==> src/rtl/st_timing_adapter_fifo.sv <==
// st_timing_adapter_fifo: single-clock first-word-fall-through buffer that absorbs
// timing differences between a non-backpressurable source and a ready/valid sink.
// Words arriving while the buffer is full (and not being drained) are dropped
// and recorded in a sticky overflow flag.
module st_timing_adapter_fifo #(
    parameter int DATA_WIDTH = 8,
    parameter int DEPTH      = 4,
    localparam int CW        = $clog2(DEPTH + 1)
) (
    input  logic                  clk,
    input  logic                  reset,
    input  logic                  in_valid,
    input  logic [DATA_WIDTH-1:0] in_data,
    output logic                  out_valid,
    output logic [DATA_WIDTH-1:0] out_data,
    input  logic                  out_ready,
    output logic [CW-1:0]         fill_level,
    output logic                  overflow,
    input  logic                  overflow_clr
);

    localparam int AW = $clog2(DEPTH);

    logic [DATA_WIDTH-1:0] storage [DEPTH];
    logic [AW-1:0]         wr_ptr;
    logic [AW-1:0]         rd_ptr;
    logic [CW-1:0]         count;
    logic                  full;
    logic                  push;
    logic                  pop;
    logic                  drop;

    // Handshake decode: a pop frees a slot, so a full buffer still accepts a word
    // when it is drained in the same cycle.
    always_comb begin
        full      = (count == CW'(DEPTH));
        out_valid = (count != '0);
        pop       = out_valid && out_ready;
        push      = in_valid && (!full || pop);
        drop      = in_valid && full && !pop;
    end

    assign out_data   = storage[rd_ptr];
    assign fill_level = count;

    // Payload storage; intentionally not reset.
    always_ff @(posedge clk) begin
        if (!reset && push) begin
            storage[wr_ptr] <= in_data;
        end
    end

    // Pointers and fill count; pointers wrap naturally at DEPTH (power of two).
    always_ff @(posedge clk) begin
        if (reset) begin
            wr_ptr <= '0;
            rd_ptr <= '0;
            count  <= '0;
        end else begin
            if (push) begin
                wr_ptr <= wr_ptr + AW'(1);
            end
            if (pop) begin
                rd_ptr <= rd_ptr + AW'(1);
            end
            if (push && !pop) begin
                count <= count + CW'(1);
            end else if (pop && !push) begin
                count <= count - CW'(1);
            end
        end
    end

    // Sticky overflow flag; a drop in the same cycle as a clear keeps it set.
    always_ff @(posedge clk) begin
        if (reset) begin
            overflow <= 1'b0;
        end else if (drop) begin
            overflow <= 1'b1;
        end else if (overflow_clr) begin
            overflow <= 1'b0;
        end
    end

`ifndef SYNTHESIS
    // Report each dropped word in simulation.
    always @(posedge clk) begin
        if (!reset && drop) begin
            $display("st_timing_adapter_fifo: buffer full, word 0x%0h dropped at %0t", in_data, $time);
        end
    end
`endif

endmodule

==> config.mk <==
export PLATFORM = sky130hd
export DESIGN_NAME = st_timing_adapter_fifo
export DESIGN_NICKNAME = d
export VERILOG_FILES = /design/src/rtl/st_timing_adapter_fifo.sv
export SDC_FILE = /design/constraint.sdc
export NUM_CORES = 1
export LEC_CHECK = 0
export ABC_AREA = 1
export CAP_MARGIN = 20
export CORE_AREA = 2 2 63 65
export DETAILED_ROUTE_END_ITERATION = 7
export DIE_AREA = 0 0 65 67
export PLACE_DENSITY = 0.77
export SETUP_SLACK_MARGIN = 0.05
export SYNTH_ARGS = -nofsm -noshare
export SYNTH_HDL_FRONTEND = slang
export SYNTH_SLANG_ARGS = --single-unit
export TNS_END_PERCENT = 20
==> constraint.sdc <==
create_clock -name clk -period 4.9 [get_ports clk]
set_input_delay 1.225 -clock clk [delete_from_list [all_inputs] [get_ports clk]]
set_output_delay 1.225 -clock clk [all_outputs]
set_load 0.02 [all_outputs]
==> impl_metrics.env, run 1 <==
export IMPL_status="finished clean"
export IMPL_place_area_sq_um=2030
export IMPL_ctsResizeCount=0
export IMPL_synth_simple_gate_area_frac=0.128
export IMPL_vias=1161
export IMPL_reg2reg_setup_slack_ns=2.97
export IMPL_io_pins=26
export IMPL_final_setup_viol_count=0
export IMPL_core_sq_um=3610
export IMPL_viasPerCell=5.05
export IMPL_layout_nets=200
export IMPL_maxSlewViolCount=0
export IMPL_final_cell_area_sq_um=2120
export IMPL_final_util=0.589
export IMPL_first_iter_violations=61
export IMPL_worstSkewPairLatency_ns=0.29
export IMPL_hp_class="reg -> reg"
export IMPL_clockBufferDepth=2
export IMPL_worstPathArrival_ns=2.16
export IMPL_min_period_ns=3.39
export IMPL_drc_errors=0
export IMPL_port_buffers=25
export IMPL_wl_per_cell_um=14.3
export IMPL_worstPathMaxFanout=17
export IMPL_crit_path_end_kind="primary output"
export IMPL_dr_pass1_iters=4
export IMPL_cts_setup_buffers=0
export IMPL_synth_ff_type="edfxtp_1"
export IMPL_skew_ns=0.00588
export IMPL_yosys_area_top_type="edfxtp_1"
export IMPL_fillers=299
export IMPL_crit_path_start_kind="register"
export IMPL_rows=22
export IMPL_ys_types=21
export IMPL_r2r_cells=12
export IMPL_htreeDepth=2
export IMPL_synth_mux_area_frac=0
export IMPL_ys_seq_elements=42
export IMPL_hpwl_um=2300
export IMPL_n_antenna_cell=0
export IMPL_fin_ws_ns=1.51
export IMPL_whs_path_depth=2
export IMPL_synth_area_per_cell_sq_um=11.5
export IMPL_grt_pass1_wl_um=5330
export IMPL_setup_tns_ns=0
export IMPL_synth_xor_area_frac=0.00503
export IMPL_path_clk_slew_ns=0.08
export IMPL_gp_congestion=0.761
export IMPL_pre_cts_slack_ns=1.65
export IMPL_grt_usage=0.168
export IMPL_hold_buffers=0
export IMPL_synth_common_cells="edfxtp_1 (32), nor2_1 (27), inv_1 (17), o21ai_0 (13), nand2_1 (12)"
export IMPL_die_y_um=67
export IMPL_die_w_um=65
export IMPL_hold_path_end="overflow"
export IMPL_synth_area_leaders="edfxtp_1 (55%), dfxtp_1 (11%), nor2_1 (5.8%), o21ai_0 (3.7%), inv_1 (3.7%)"
export IMPL_grt_setup_unrepaired="no"
export IMPL_cts_tree="built"
export IMPL_synthCells=151
export IMPL_yosysMostFrequentCell="edfxtp_1"
export IMPL_slew_headroom=0.493
export IMPL_min_period_over_period=0.691
export IMPL_required_ns=3.67
export IMPL_grt_pass1_vias=1188
export IMPL_path_class="reg -> out"
export IMPL_antenna_left=0
export IMPL_synth_compound_area_frac=0.101
export IMPL_die_area_sq_um=4360
export IMPL_synthToLayoutAreaGrowth_pct=22.0
export IMPL_async_flop_share=0
export IMPL_grt_start_max_net_pins=18
export IMPL_synth_top_family_by_area="simple AND/OR/NAND/NOR gates"
export IMPL_yosysTopAreaCellShare=0.552
export IMPL_synth_fa_ha_area_frac=0.0474
export IMPL_fmax_ghz=0.295
export IMPL_min_from="overflow"
export IMPL_r2r_start="fill_level[0]"
export IMPL_drive_gt1_frac=0.0879
export IMPL_cts_sinks=42
export IMPL_syn_nets=170
export IMPL_cap_viol_max_count=0
export IMPL_grt_overflow=0
export IMPL_yosysSeqAreaShare=0.667
export IMPL_cts_buffers=5
export IMPL_initial_core_util=0.483
export IMPL_reg2reg_to="fill_level[2]"
export IMPL_finalHoldViolCount=0
export IMPL_whs_ns=0.481
export IMPL_synth_enable_flop_cells=32
export IMPL_antenna_found_initial=0
export IMPL_synthesis_area_sq_um=1740
export IMPL_yosysWarnings=0
export IMPL_tightest_slew_ns=0.757
export IMPL_clockRootBuffer="clkbuf_8"
export IMPL_power_density_nw_per_um2=483
export IMPL_ir_drop_mv=0.361
export IMPL_leakagePower_nw=0.775
export IMPL_routed_wl_um=3300
## cell usage in the layout (no fill, tap or decap), types with 2 or more instances in the layout
cell type,netlist,layout
o22ai_1,8,8
nand2_2,2,2
nand3_1,6,6
clkdlybuf4s50_1,0,25
edfxtp_1,32,32
nor2_1,27,27
o21ai_0,13,13
nand2_1,12,12
ha_1,5,5
inv_1,17,17
clkbuf_8,0,6
dfxtp_1,10,10
o21ai_2,3,3
a21oi_1,6,6
## kinds of logic (layout without fill, tap and decap cells)
| group | count (synthesis) | count (layout) |
|---|---|---|
| AND/OR/NAND/NOR | 51 | 51 |
| flip-flops | 42 | 42 |
| AO/OA/AOI/OAI | 31 | 31 |
| buffers and inverters | 20 | 51 |
| adder cells (fa/ha/maj) | 6 | 6 |
| XOR/XNOR | 1 | 1 |
## critical path, cell delays in order (launching register included)
cell and delay [ns]:
dfxtp_1 0.70, inv_2 0.26, o21ai_0 0.26, o22ai_1 0.09, clkdlybuf4s50_1 0.54
## stage by stage
stage / power, mW / instances
after floorplan: 0.671 / 151
after global placement: 0.788 / 222
after detailed placement: 0.804 / 222
after CTS: 1.03 / 230
after global routing: 1.08 / 230
final: 1.03 / 230
## worst max-delay path by stage
stage	endpoint	slack (ns)	cells past startpoint
after floorplan	fill_level[1]	2.40	8
after CTS	out_data[7]	1.46	4
after detailed placement	fill_level[2]	1.65	13
after global placement	storage[1][4]	1.79	5
after global routing	out_data[1]	1.34	4
final	out_data[3]	1.51	4
## state kept, by name, summed over array words and instances (netlist names), named ones only
register    cells
overflow        1
storage        32
rd_ptr          2
wr_ptr          2
fill_level      3
## area by class of cell
type / count / area [sq um] / area share
flip-flops and latches: 42 / 1160 / 0.547
clock inverters: 2 / 12.5 / 0.00589
clock buffers: 6 / 82.6 / 0.0389
well taps: 48 / 60.1 / 0.0283
multi-input cells: 89 / 490 / 0.231
repair buffers: 25 / 250 / 0.118
inverters: 18 / 67.6 / 0.0318
## metal layers
layer / wire length, um / track usage / share of wire
met5: 0 / 0 / 0
met4: 51 / 0.0638 / 0.015
met3: 146 / 0.0524 / 0.044
met2: 1690 / 0.296 / 0.51
met1: 1410 / 0.190 / 0.43
## where the power goes
group	leakage (nW)	total (mW)	switching [mW]	internal, mW
combinational	0.355	0.337	0.192	0.145
sequential	0.373	0.460	0.0429	0.417
clock	0.0472	0.229	0.116	0.113
total	0.775	1.03	0.351	0.675
Power figures use the tool's default switching activity.
==> run 2, diff against run 1 <==
--- a/config.mk
+++ b/config.mk
@@ -7,9 +7,9 @@
 export LEC_CHECK = 0
 export ABC_AREA = 1
 export CAP_MARGIN = 20
-export CORE_AREA = 2 2 63 65
+export CORE_AREA = 2 2 64 66
 export DETAILED_ROUTE_END_ITERATION = 7
-export DIE_AREA = 0 0 65 67
+export DIE_AREA = 0 0 66 68
 export PLACE_DENSITY = 0.77
 export SETUP_SLACK_MARGIN = 0.05
 export SYNTH_ARGS = -nofsm -noshare
==> constraint.sdc (replaced) <==
create_clock -name clk -period 2.74 [get_ports clk]
set_input_delay 0.685 -clock clk [delete_from_list [all_inputs] [get_ports clk]]
set_output_delay 0.685 -clock clk [all_outputs]
set_load 0.02 [all_outputs]
==> run 2 against run 1 <==
- final cell count rose by 3.5%
- setup slack got worse by 1.3 ns
- clock power rose by 63%
- core utilization fell by 2.8 points
- routed wire length fell by 1.3%
- total power rose by 77%
- die area rose by 3.1%
- global-route usage fell by 0.89 points
- critical path depth did not move
- cell area rose by 1.8%
- clock skew fell by 0.0011 ns
- largest power group unchanged
==> impl_metrics.env, run 2 (synthesized netlist as in run 1, its figures left out) <==
export IMPL_status="finished clean"
export IMPL_wl_per_cell_um=13.7
export IMPL_fmax_ghz=0.394
export IMPL_drive_gt1_frac=0.117
export IMPL_path_clk_slew_ns=0.07
export IMPL_path_class="reg -> out"
export IMPL_die_area_sq_um=4490
export IMPL_vias=1202
export IMPL_pre_cts_slack_ns=0.0732
export IMPL_r2r_start="fill_level[1]"
export IMPL_min_period_ns=2.54
export IMPL_finalHoldViolCount=0
export IMPL_crit_path_start_kind="register"
export IMPL_hp_class="reg -> reg"
export IMPL_antenna_left=0
export IMPL_mostFrequentLayoutCell="edfxtp_1"
export IMPL_htreeDepth=2
export IMPL_required_ns=2.06
export IMPL_clockRootBuffer="clkbuf_8"
export IMPL_maxSlewViolCount=0
export IMPL_reg2reg_setup_slack_ns=0.84
export IMPL_port_buffers=25
export IMPL_grt_pass1_vias=1194
export IMPL_ir_drop_mv=0.438
export IMPL_leakagePower_nw=0.801
export IMPL_setup_tns_ns=0
export IMPL_layout_nets=206
export IMPL_clockBufferDepth=2
export IMPL_drc_errors=0
export IMPL_initial_core_util=0.452
export IMPL_regMostFlops="storage"
export IMPL_final_setup_viol_count=0
export IMPL_whs_path_depth=2
export IMPL_grt_start_max_net_pins=17
export IMPL_die_y_um=68
export IMPL_fin_ws_ns=0.200
export IMPL_largest_reg_flops=32
export IMPL_viasPerCell=5.05
export IMPL_cts_sinks=42
export IMPL_first_iter_violations=106
export IMPL_hold_path_end="overflow"
export IMPL_grt_pass1_wl_um=5280
export IMPL_routed_wl_um=3260
export IMPL_worstPathArrival_ns=1.86
export IMPL_core_sq_um=3860
export IMPL_layout_common_cells="edfxtp_1 (32), nor2_1 (27), clkdlybuf4s50_1 (25)"
export IMPL_skew_ns=0.00482
export IMPL_io_pins=26
export IMPL_cts_tree="built"
export IMPL_grt_setup_unrepaired="no"
export IMPL_min_from="overflow"
export IMPL_slew_headroom=0.768
export IMPL_tightest_slew_ns=0.348
export IMPL_worstSkewPairLatency_ns=0.29
export IMPL_crit_path_end_kind="primary output"
export IMPL_min_period_over_period=0.927
export IMPL_rows=23
export IMPL_antenna_found_initial=0
export IMPL_n_antenna_cell=0
export IMPL_hpwl_um=2340
export IMPL_cts_buffers=5
export IMPL_gp_congestion=0.781
export IMPL_reg2reg_to="fill_level[2]"
export IMPL_worstPathMaxFanout=7
export IMPL_synthToLayoutAreaGrowth_pct=24.1
export IMPL_grt_overflow=0
export IMPL_r2r_cells=12
export IMPL_dr_pass1_iters=4
export IMPL_grt_usage=0.159
export IMPL_die_w_um=66
export IMPL_power_density_nw_per_um2=839
export IMPL_cap_viol_max_count=0
run 2: cell types whose count changed in the layout (fill, tap and decap cells not counted):
cell and change:
buf_4 +6, clkbuf_8 -1, clkinv_1 +1, inv_1 -1, inv_2 +1
run 2: how the worst max path moves through the flow:
stage                    endpoint  cells after the start  startpoint
floorplan           fill_level[1]                      8   out_ready
global placement    fill_level[2]                     13   out_ready
detailed placement  fill_level[2]                     13   out_ready
CTS                   out_data[2]                      4    register
global route          out_data[3]                      4    register
finish                out_data[3]                      4    register
run 2: timing repair:
item                       CTS  global route
setup endpoints to repair    0             4
hold buffers                 0             0
buffers inserted             0             0
resized for setup            0             1
run 2: layout make-up:
type	instances	area [sq um]
Inverter	18	67.6
Multi-Input combinational cell	89	490
Clock buffer	5	68.8
Sequential cell	42	1160
Clock inverter	3	16.3
Timing Repair Buffer	31	295
Tap cell	50	62.6
Fill cell	353	1690
run 2: routing by layer:
layer  part of all wire  vias to the layer above  GRT usage
li1                   -                      591          -
met1               0.41                      574      0.180
met2               0.52                       33      0.293
met3              0.055                        4     0.0477
met4             0.0098                        0     0.0434
met5                  0                        -          0
run 2: metrics by stage:
step	cells	hold WS [ns]	area [sq um]	total power, mW	utilization
finish	238	0.475	2160	1.81	0.561
global route	238	0.504	2160	1.93	0.561
CTS	238	0.481	2160	1.83	0.561
detailed placement	230	0.464	2080	1.45	0.539
global placement	230	0.459	2080	1.42	0.539
floorplan	151	0.459	1740	1.20	-
run 2: power by group:
part | internal [mW] | switching (mW)
Clock | 0.174 | 0.199
Sequential | 0.745 | 0.0641
Combinational | 0.277 | 0.355
run 2: worst max-delay path, cell delays in order (launching register included):
cell             delay (ns)
dfxtp_1                0.44
buf_4                  0.19
o21ai_0                0.10
o22ai_1                0.21
clkdlybuf4s50_1        0.63
==> run 3, diff against run 2 <==
--- a/config.mk
+++ b/config.mk
@@ -10,7 +10,9 @@
 export CORE_AREA = 2 2 64 66
 export DETAILED_ROUTE_END_ITERATION = 7
 export DIE_AREA = 0 0 66 68
+export GPL_ROUTABILITY_DRIVEN = 0
 export PLACE_DENSITY = 0.77
+export REMOVE_ABC_BUFFERS = 1
 export SETUP_SLACK_MARGIN = 0.05
 export SYNTH_ARGS = -nofsm -noshare
 export SYNTH_HDL_FRONTEND = slang
==> run 3 against run 2 <==
- register-to-register slack about the same
- routed wire length up 4.7%
- total power up 2.1%
- sequential share of layout area down 0.16 points
- combinational power down 0.9%
- sequential cell count unchanged
- via count up 1.7%
- sequential power up 2%
- non-clock buffer count unchanged
- clock power up 8.0%
- die area unchanged
- setup slack worse by 0.0056 ns
==> impl_metrics.env, run 3 (synthesized netlist as in run 1, its figures left out) <==
export IMPL_status="finished clean"
export IMPL_min_period_over_period=0.929
export IMPL_grt_overflow=0
export IMPL_ctsResizeCount=1
export IMPL_setup_tns_ns=0
export IMPL_cts_tree="built"
export IMPL_grt_pass1_wl_um=5590
export IMPL_place_area_sq_um=2080
export IMPL_first_iter_violations=63
export IMPL_worstPathArrival_ns=1.86
export IMPL_tightest_slew_ns=0.378
export IMPL_regMostFlops="storage"
export IMPL_drive_gt1_frac=0.128
export IMPL_htreeDepth=2
export IMPL_grt_setup_unrepaired="no"
export IMPL_crit_path_start_kind="register"
export IMPL_min_from="overflow"
export IMPL_synthToLayoutAreaGrowth_pct=24.6
export IMPL_cts_sinks=42
export IMPL_required_ns=2.06
export IMPL_skew_ns=0.00705
export IMPL_finalHoldViolCount=0
export IMPL_worstPathMaxFanout=14
export IMPL_fmax_ghz=0.393
export IMPL_n_antenna_cell=0
export IMPL_largest_reg_flops=32
export IMPL_maxSlewViolCount=0
export IMPL_power_density_nw_per_um2=853
export IMPL_wl_per_cell_um=14.3
export IMPL_clockRootBuffer="clkbuf_8"
export IMPL_layout_nets=206
export IMPL_crit_path_end_kind="primary output"
export IMPL_grt_start_max_net_pins=17
export IMPL_slew_headroom=0.748
export IMPL_reg2reg_to="fill_level[2]"
export IMPL_hpwl_um=2390
export IMPL_viasPerCell=5.14
export IMPL_drc_errors=0
export IMPL_worstSkewPairLatency_ns=0.30
export IMPL_final_setup_viol_count=0
export IMPL_min_period_ns=2.55
export IMPL_reg2reg_setup_slack_ns=0.84
export IMPL_r2r_start="fill_level[1]"
export IMPL_die_area_sq_um=4490
export IMPL_cts_setup_buffers=0
export IMPL_mostFrequentLayoutCell="edfxtp_1"
export IMPL_whs_path_depth=2
export IMPL_clockBufferDepth=2
export IMPL_hp_class="reg -> reg"
export IMPL_antenna_found_initial=0
export IMPL_path_clk_slew_ns=0.08
export IMPL_grt_usage=0.170
export IMPL_cts_buffers=5
export IMPL_layout_common_cells="edfxtp_1 (32), nor2_1 (27), clkdlybuf4s50_1 (25)"
export IMPL_initial_core_util=0.452
export IMPL_io_pins=26
export IMPL_ir_drop_mv=0.481
export IMPL_routed_wl_um=3410
export IMPL_cap_viol_max_count=0
export IMPL_leakagePower_nw=0.801
export IMPL_hold_buffers=0
export IMPL_core_sq_um=3860
export IMPL_grt_pass1_vias=1256
export IMPL_die_w_um=66
export IMPL_antenna_left=0
export IMPL_rows=23
export IMPL_vias=1223
export IMPL_final_cell_area_sq_um=2170
export IMPL_hold_path_end="overflow"
export IMPL_r2r_cells=12
export IMPL_dr_pass1_iters=4
export IMPL_port_buffers=25
export IMPL_die_y_um=68
export IMPL_path_class="reg -> out"
run 3: cell count changes in the layout (fill, tap and decap cells not counted):
cell / delta
dfxtp_1: -1
dfxtp_2: +1
clkinv_1: -1
inv_6: +1
clkinv_2: -1
clkinvlp_4: +1
run 3: area by class of cell:
cell class,count,area [sq um]
fillers,324,1690
multi-input cells,89,490
well taps,50,62.6
clock inverters,3,23.8
inverters,18,67.6
repair buffers,31,295
flip-flops and latches,42,1160
clock buffers,5,68.8
run 3: worst max-delay path, stage by stage (launching register included):
cell	delay (ns)
dfxtp_2	0.50
buf_4	0.18
o21ai_0	0.08
o22ai_1	0.18
clkdlybuf4s50_1	0.63
run 3: metal layers:
metal / part of all wire / routed length, um / up-vias / global-route usage
li1: - / - / 592 / -
met1: 0.41 / 1400 / 594 / 0.176
met2: 0.52 / 1790 / 33 / 0.333
met3: 0.053 / 181 / 4 / 0.0461
met4: 0.012 / 40 / 0 / 0.0536
met5: 0 / 0 / - / 0
run 3: stage by stage:
| step | util | setup WS, ns | hold WS, ns | std cells | power [mW] |
|---|---|---|---|---|---|
| 3_3_place_gp | 0.539 | 0.195 | 0.462 | 230 | 1.42 |
| 6_report | 0.563 | 0.194 | 0.478 | 238 | 1.85 |
| 4_1_cts | 0.563 | 0.0906 | 0.484 | 238 | 1.87 |
| 2_1_floorplan | - | 0.776 | 0.459 | 149 | 1.18 |
| 5_1_grt | 0.563 | 0.0620 | 0.503 | 238 | 1.96 |
| 3_5_place_dp | 0.539 | 0.0551 | 0.464 | 230 | 1.46 |
run 3: worst max path at each step:
stage	startpoint	endpoint	slack (ns)	cells after the start
final	register	out_data[1]	0.19	4
after global routing	register	out_data[1]	0.06	4
after CTS	register	out_data[2]	0.09	4
after detailed placement	out_ready	fill_level[2]	0.06	13
after global placement	out_ready	fill_level[2]	0.20	13
after floorplan	out_ready	fill_level[1]	0.78	8
run 3: report_power, final:
group	total (mW)	leakage, nW	switching (mW)	internal (mW)
sequential	0.823	0.373	0.0770	0.746
combinational	0.626	0.387	0.351	0.275
clock	0.403	0.0408	0.221	0.182
total	1.85	0.801	0.649	1.20
==> RTL edit 1: new RTL, config.mk and constraints of run 2 <==
Set the parameter `DATA_WIDTH` to 9 (it was 8).
--- a/src/rtl/st_timing_adapter_fifo.sv
+++ b/src/rtl/st_timing_adapter_fifo.sv
@@ -4,5 +4,5 @@
 // and recorded in a sticky overflow flag.
 module st_timing_adapter_fifo #(
-    parameter int DATA_WIDTH = 8,
+    parameter int DATA_WIDTH = 9,
     parameter int DEPTH      = 4,
     localparam int CW        = $clog2(DEPTH + 1)
Interface: changed (resized in_data and out_data); port bits go from 26 to 28. No check against the original RTL was run, so the function may have changed too.
==> RTL edit 1 against run 2 <==
- worst setup slack gained 0.0042 ns
- critical endpoint is now out_data[5]
- total power increased by 13%
- sequential cell count up 4
- via count increased by 6.4%
- routed wire length increased by 9.4%
- area after synthesis increased by 9.3%
- clock skew about the same
- final area grew 9.4%
==> RTL edit 1: results (changes against run 2) <==
Global route
  – Global-route wire length before repair: 5860 µm (was 5280 µm)
  – Overall track demand over capacity in global routing: 17.7% (was 15.9%)
  – Via count of the first global-routing pass: 1305 (was 1194)
  – Pin count of the biggest net entering global routing: 20 (was 17)

Synthesis
  – Count of flip-flops with a built-in enable after synthesis: 36 (was 32)
  – Fraction of the yosys area taken by sequential cells: 67.3% (was 66.7%)
  – Synthesized area divided by synthesized cell count: 11.8 µm² (was 11.5 µm²)
  – Count of distinct cell types in the synthesized netlist: 22 (was 21)
  – Post-synthesis net count: 181 (was 170)
  – Commonest cells in the synthesized netlist: sky130_fd_sc_hd__edfxtp_1 (36), sky130_fd_sc_hd__nor2_1 (29), sky130_fd_sc_hd__o21ai_0 (17), sky130_fd_sc_hd__inv_1 (16), sky130_fd_sc_hd__nand2_1 (11) (was sky130_fd_sc_hd__edfxtp_1 (32), sky130_fd_sc_hd__nor2_1 (27), sky130_fd_sc_hd__inv_1 (17), sky130_fd_sc_hd__o21ai_0 (13), sky130_fd_sc_hd__nand2_1 (12))

Final layout
  – Number of flip-flops under the largest register name: 36 (was 32)
  – Area used by multi-input combinational logic: 515 µm² (was 490 µm²)
  – Clock network area share: 4.66% (was 3.94%)
  – Storage cell area: 1280 µm² (was 1160 µm²)
  – Count of fill cells added during filler insertion: 327 (was 353)
  – Area added between synthesis and finish: 24.3% (was 24.1%)
  – Fraction of final layout cells sized beyond drive strength 1: 11.5% (was 11.7%)
  – Fin nets: 219 (was 206)
  – Multi-input combinational cell count: 94 (was 89)
  – Number of clock buffers in the layout: 6 (was 5)
  – Number of signal-net buffers in the layout: 34 (was 31)
  – Buffering overhead: 13.7% (about the same)

Setup path
  – Highest net fanout along the worst path: 19 (was 7)

Pwr
  – Static leakage: 0.000871 µW (was 0.000801 µW)

Detailed routing
  – Vias per inst: 5.12 (was 5.05)
  – Iteration-0 DRC count of the detailed router: 88 (was 106)
  – Detail-routed net length per standard cell: 14.2 µm (was 13.7 µm)

Placement
  – Gpl congestion: 0.794 (was 0.781)
  – Pre-CTS setup slack: 0.161 ns (was 0.0732 ns)
  – Instance area after placement: 2250 µm² (was 2080 µm²)
  – HPWL after DPL: 2450 µm (was 2340 µm)

Timing
  – Worst Max-Slew Pin Slew: 0.355 ns (was 0.348 ns)

Outcome
  – Outcome: complete, no violations (unchanged)
-- RTL edit 1: cell types whose count changed in the layout (fill, tap and decap cells not counted), sizes merged --
cell           delta
edfxtp            +4
clkdlybuf4s50     +2
clkinv            -2
nor2              +2
o21ai             +2
buf               +1
bufinv            +1
clkbuf            +1
o22ai             +1
-- RTL edit 1: logic make-up (layout without fill, tap and decap cells) --
family | count (synthesis) | count (layout) | share of synthesized area (%)
fa+ha+maj | 6 | 6 | 4.34
buf+inv | 21 | 60 | 5.59
simple gates | 53 | 53 | 12.8
xor+xnor | 1 | 1 | 0.460
flops | 46 | 46 | 67.3
compound gates | 34 | 34 | 9.53
-- RTL edit 1: path summary, 6_finish.rpt --
| kind | startpoint | endpoint | slack (ns) |
|---|---|---|---|
| hold / removal | overflow$_SDFFE_PP0P_ | overflow$_SDFFE_PP0P_ | 0.47 |
| setup reg to reg | fill_level[1]$_SDFFE_PP0P_ | fill_level[2]$_SDFFE_PP0P_ | 0.84 |
| setup / recovery | flip-flop | out_data[5] | 0.20 |
| hold reg to reg | overflow$_SDFFE_PP0P_ | overflow$_SDFFE_PP0P_ | 0.47 |
-- RTL edit 1: layer usage --
metal  part of all wire [%]  GRT usage, %  up-vias
li1                       -             -      632
met1                     42          20.3      609
met2                     53          32.3       36
met3                    4.5          4.61        2
met4                   0.76          5.87        0
met5                      0             0        -
-- RTL edit 1: report_power, final --
part / internal, µW / switching [µW] / total [µW]
clock: 272 / 217 / 489
sequential: 815 / 58.6 / 873
combinational: 292 / 396 / 689
total: 1380 / 672 / 2050
-- RTL edit 1: metrics by stage --
stage	utilization [%]	hold slack (ns)	std cells
floorplan	-	0.459	161
global placement	58.5	0.458	242
detailed placement	58.5	0.464	242
CTS	61.3	0.479	250
global route	61.3	0.502	250
finish	61.3	0.473	250
==> RTL edit 2: new RTL, flow settings as in run 2 <==
Made on the original files. Put one more register stage on the output `fill_level`, without a reset. The value now appears one clock later. The other outputs are not delayed to match.
--- a/src/rtl/st_timing_adapter_fifo.sv
+++ b/src/rtl/st_timing_adapter_fifo.sv
@@ -42,5 +42,7 @@
 
     assign out_data   = storage[rd_ptr];
-    assign fill_level = count;
+    always_ff @(posedge clk) begin
+        fill_level <= count;
+    end
 
     // Payload storage; intentionally not reset.
Function: changed (Yosys sat finds a counterexample within 4 cycles, from zero or initial values and one cycle with reset high).
==> RTL edit 2 against run 2 <==
- worst hold slack got worse by 0.060 ns
- worst setup slack got worse by 0.027 ns
- count of clock-buffer cells in the layout is 1 higher
- final area grew 5.2%
- core utilization grew 2.9 points
- die area unchanged
- synthesized cell count up 2.0%
- area after synthesis up 4.2%
- sequential cell count rose by 3
- final cell count grew 2.1%
- total power rose by 12%
- routed wire length is 1.3% higher
- largest cell class unchanged
==> RTL edit 2: results (changes against run 2) <==
Outcome
  – Outcome: complete, no violations (unchanged)

Global route
  – Overall track demand over capacity in global routing: 16.7% (was 15.9%)
  – Global-route wire length before repair: 5390 µm (was 5280 µm)

Detailed routing
  – Iteration count of the initial detailed-routing pass: 4 (unchanged)
  – Overall routed net length: 3300 µm (was 3260 µm)
  – Vias after detailed routing: 1197 (was 1202)
  – Iteration-0 DRC count of the detailed router: 63 (was 106)
  – Detail-routed net length per standard cell: 13.6 µm (was 13.7 µm)

Setup path
  – Critical path arrival: 1.88 ns (was 1.86 ns)

Final layout
  – Count of fill cells added during filler insertion: 337 (was 353)
  – Fin nets: 211 (was 206)
  – Fraction of final layout cells sized beyond drive strength 1: 13.5% (was 11.7%)

Placement
  – Number of cells after detailed placement: 235 (was 230)
  – Gpl congestion: 0.713 (was 0.781)
  – Instance area after placement: 2160 µm² (was 2080 µm²)
  – HPWL after DPL: 2360 µm (was 2340 µm)

Pwr
  – Static leakage: 0.000855 µW (was 0.000801 µW)

Synthesis
  – Number of instances in the synthesized netlist: 154 (was 151)
  – Commonest cells in the synthesized netlist: sky130_fd_sc_hd__edfxtp_1 (32), sky130_fd_sc_hd__nor2_1 (26), sky130_fd_sc_hd__inv_1 (17), sky130_fd_sc_hd__dfxtp_1 (13), sky130_fd_sc_hd__o21ai_0 (13) (was sky130_fd_sc_hd__edfxtp_1 (32), sky130_fd_sc_hd__nor2_1 (27), sky130_fd_sc_hd__inv_1 (17), sky130_fd_sc_hd__o21ai_0 (13), sky130_fd_sc_hd__nand2_1 (12))
  – Count of distinct cell types in the synthesized netlist: 23 (was 21)
  – Largest cells by area after synthesis: sky130_fd_sc_hd__edfxtp_1 (53%), sky130_fd_sc_hd__dfxtp_1 (14%), sky130_fd_sc_hd__nor2_1 (5.4%), sky130_fd_sc_hd__o21ai_0 (3.6%), sky130_fd_sc_hd__inv_1 (3.5%) (was sky130_fd_sc_hd__edfxtp_1 (55%), sky130_fd_sc_hd__dfxtp_1 (11%), sky130_fd_sc_hd__nor2_1 (5.8%), sky130_fd_sc_hd__o21ai_0 (3.7%), sky130_fd_sc_hd__inv_1 (3.7%))
  – Fraction of the yosys area taken by sequential cells: 67.3% (was 66.7%)
  – Post-synthesis net count: 173 (was 170)

Timing
  – Worst hold margin: 0.415 ns (was 0.475 ns)
  – Post-route clock skew: 0.00884 ns (was 0.00482 ns)
## RTL edit 2: cell families (layout without fill, tap and decap cells)
family                     count (synthesis)  count (layout)  share of synthesized area (%)
DFF                                       45              45                           67.3
and+or+nand+nor                           51              51                           13.0
xor gates and xnor gates                   1               1                          0.483
AOI/OAI and AO/OA                         31              31                           9.72
buffers and inverters                     20              59                           4.97
adders and majority gates                  6               6                           4.55
## RTL edit 2: worst paths after layout
path	startpoint	end	slack (ns)
max	flip-flop	out_data[7]	0.17
min	count[2]$_SDFFE_PP0P_	fill_level[2]$_DFF_P_	0.42
max reg2reg	count[0]$_SDFFE_PP0P_	count[2]$_SDFFE_PP0P_	0.86
min reg2reg	count[2]$_SDFFE_PP0P_	fill_level[2]$_DFF_P_	0.42
## RTL edit 2: what timing repair did
item,in CTS,in global routing
setup buffers,0,0
hold buffers,0,0
setup endpoints to repair,0,5
resized for setup,0,3
hold endpoints to repair,0,0
## RTL edit 2: per-layer routing
layer / vias to the layer above / part of all wire (%) / track usage, %
li1: 610 / - / -
met1: 554 / 42 / 17.3
met2: 27 / 52 / 31.3
met3: 6 / 4.4 / 5.43
met4: 0 / 1.8 / 6.89
met5: - / 0 / 0
## RTL edit 2: worst max-delay path: stages, from the launching register on
cell and delay, ns:
sky130_fd_sc_hd__dfxtp_1 0.33, sky130_fd_sc_hd__buf_4 0.16, sky130_fd_sc_hd__clkinv_2 0.22, sky130_fd_sc_hd__o21ai_0 0.23, sky130_fd_sc_hd__o22ai_1 0.10, sky130_fd_sc_hd__clkdlybuf4s50_1 0.54
## RTL edit 2: final cells by class
class,count,share of cell area (%)
flip-flops and latches,45,53.7
multi-input cells,89,22.1
repair buffers,33,13.6
clock buffers,6,3.19
inverters,18,3.03
well taps,50,2.75
clock inverters,2,1.54
## RTL edit 2: through the flow
stage | utilization (%) | total power [µW] | setup slack, ns
after detailed placement | 56.1 | 1560 | 0.151
final | 59.0 | 2030 | 0.173
after CTS | 58.9 | 2040 | 0.0905
after global placement | 56.1 | 1520 | 0.270
after floorplan | - | 1280 | 0.773
after global routing | 59.0 | 2140 | 0.0577
## RTL edit 2: power by group
part / total [µW] / leakage [µW] / switching (µW) / internal [µW]
Clock: 484 / 0.0000552 / 213 / 271
Combinational: 673 / 0.000402 / 381 / 291
Sequential: 869 / 0.000398 / 59.2 / 810
Total: 2030 / 0.000855 / 653 / 1370
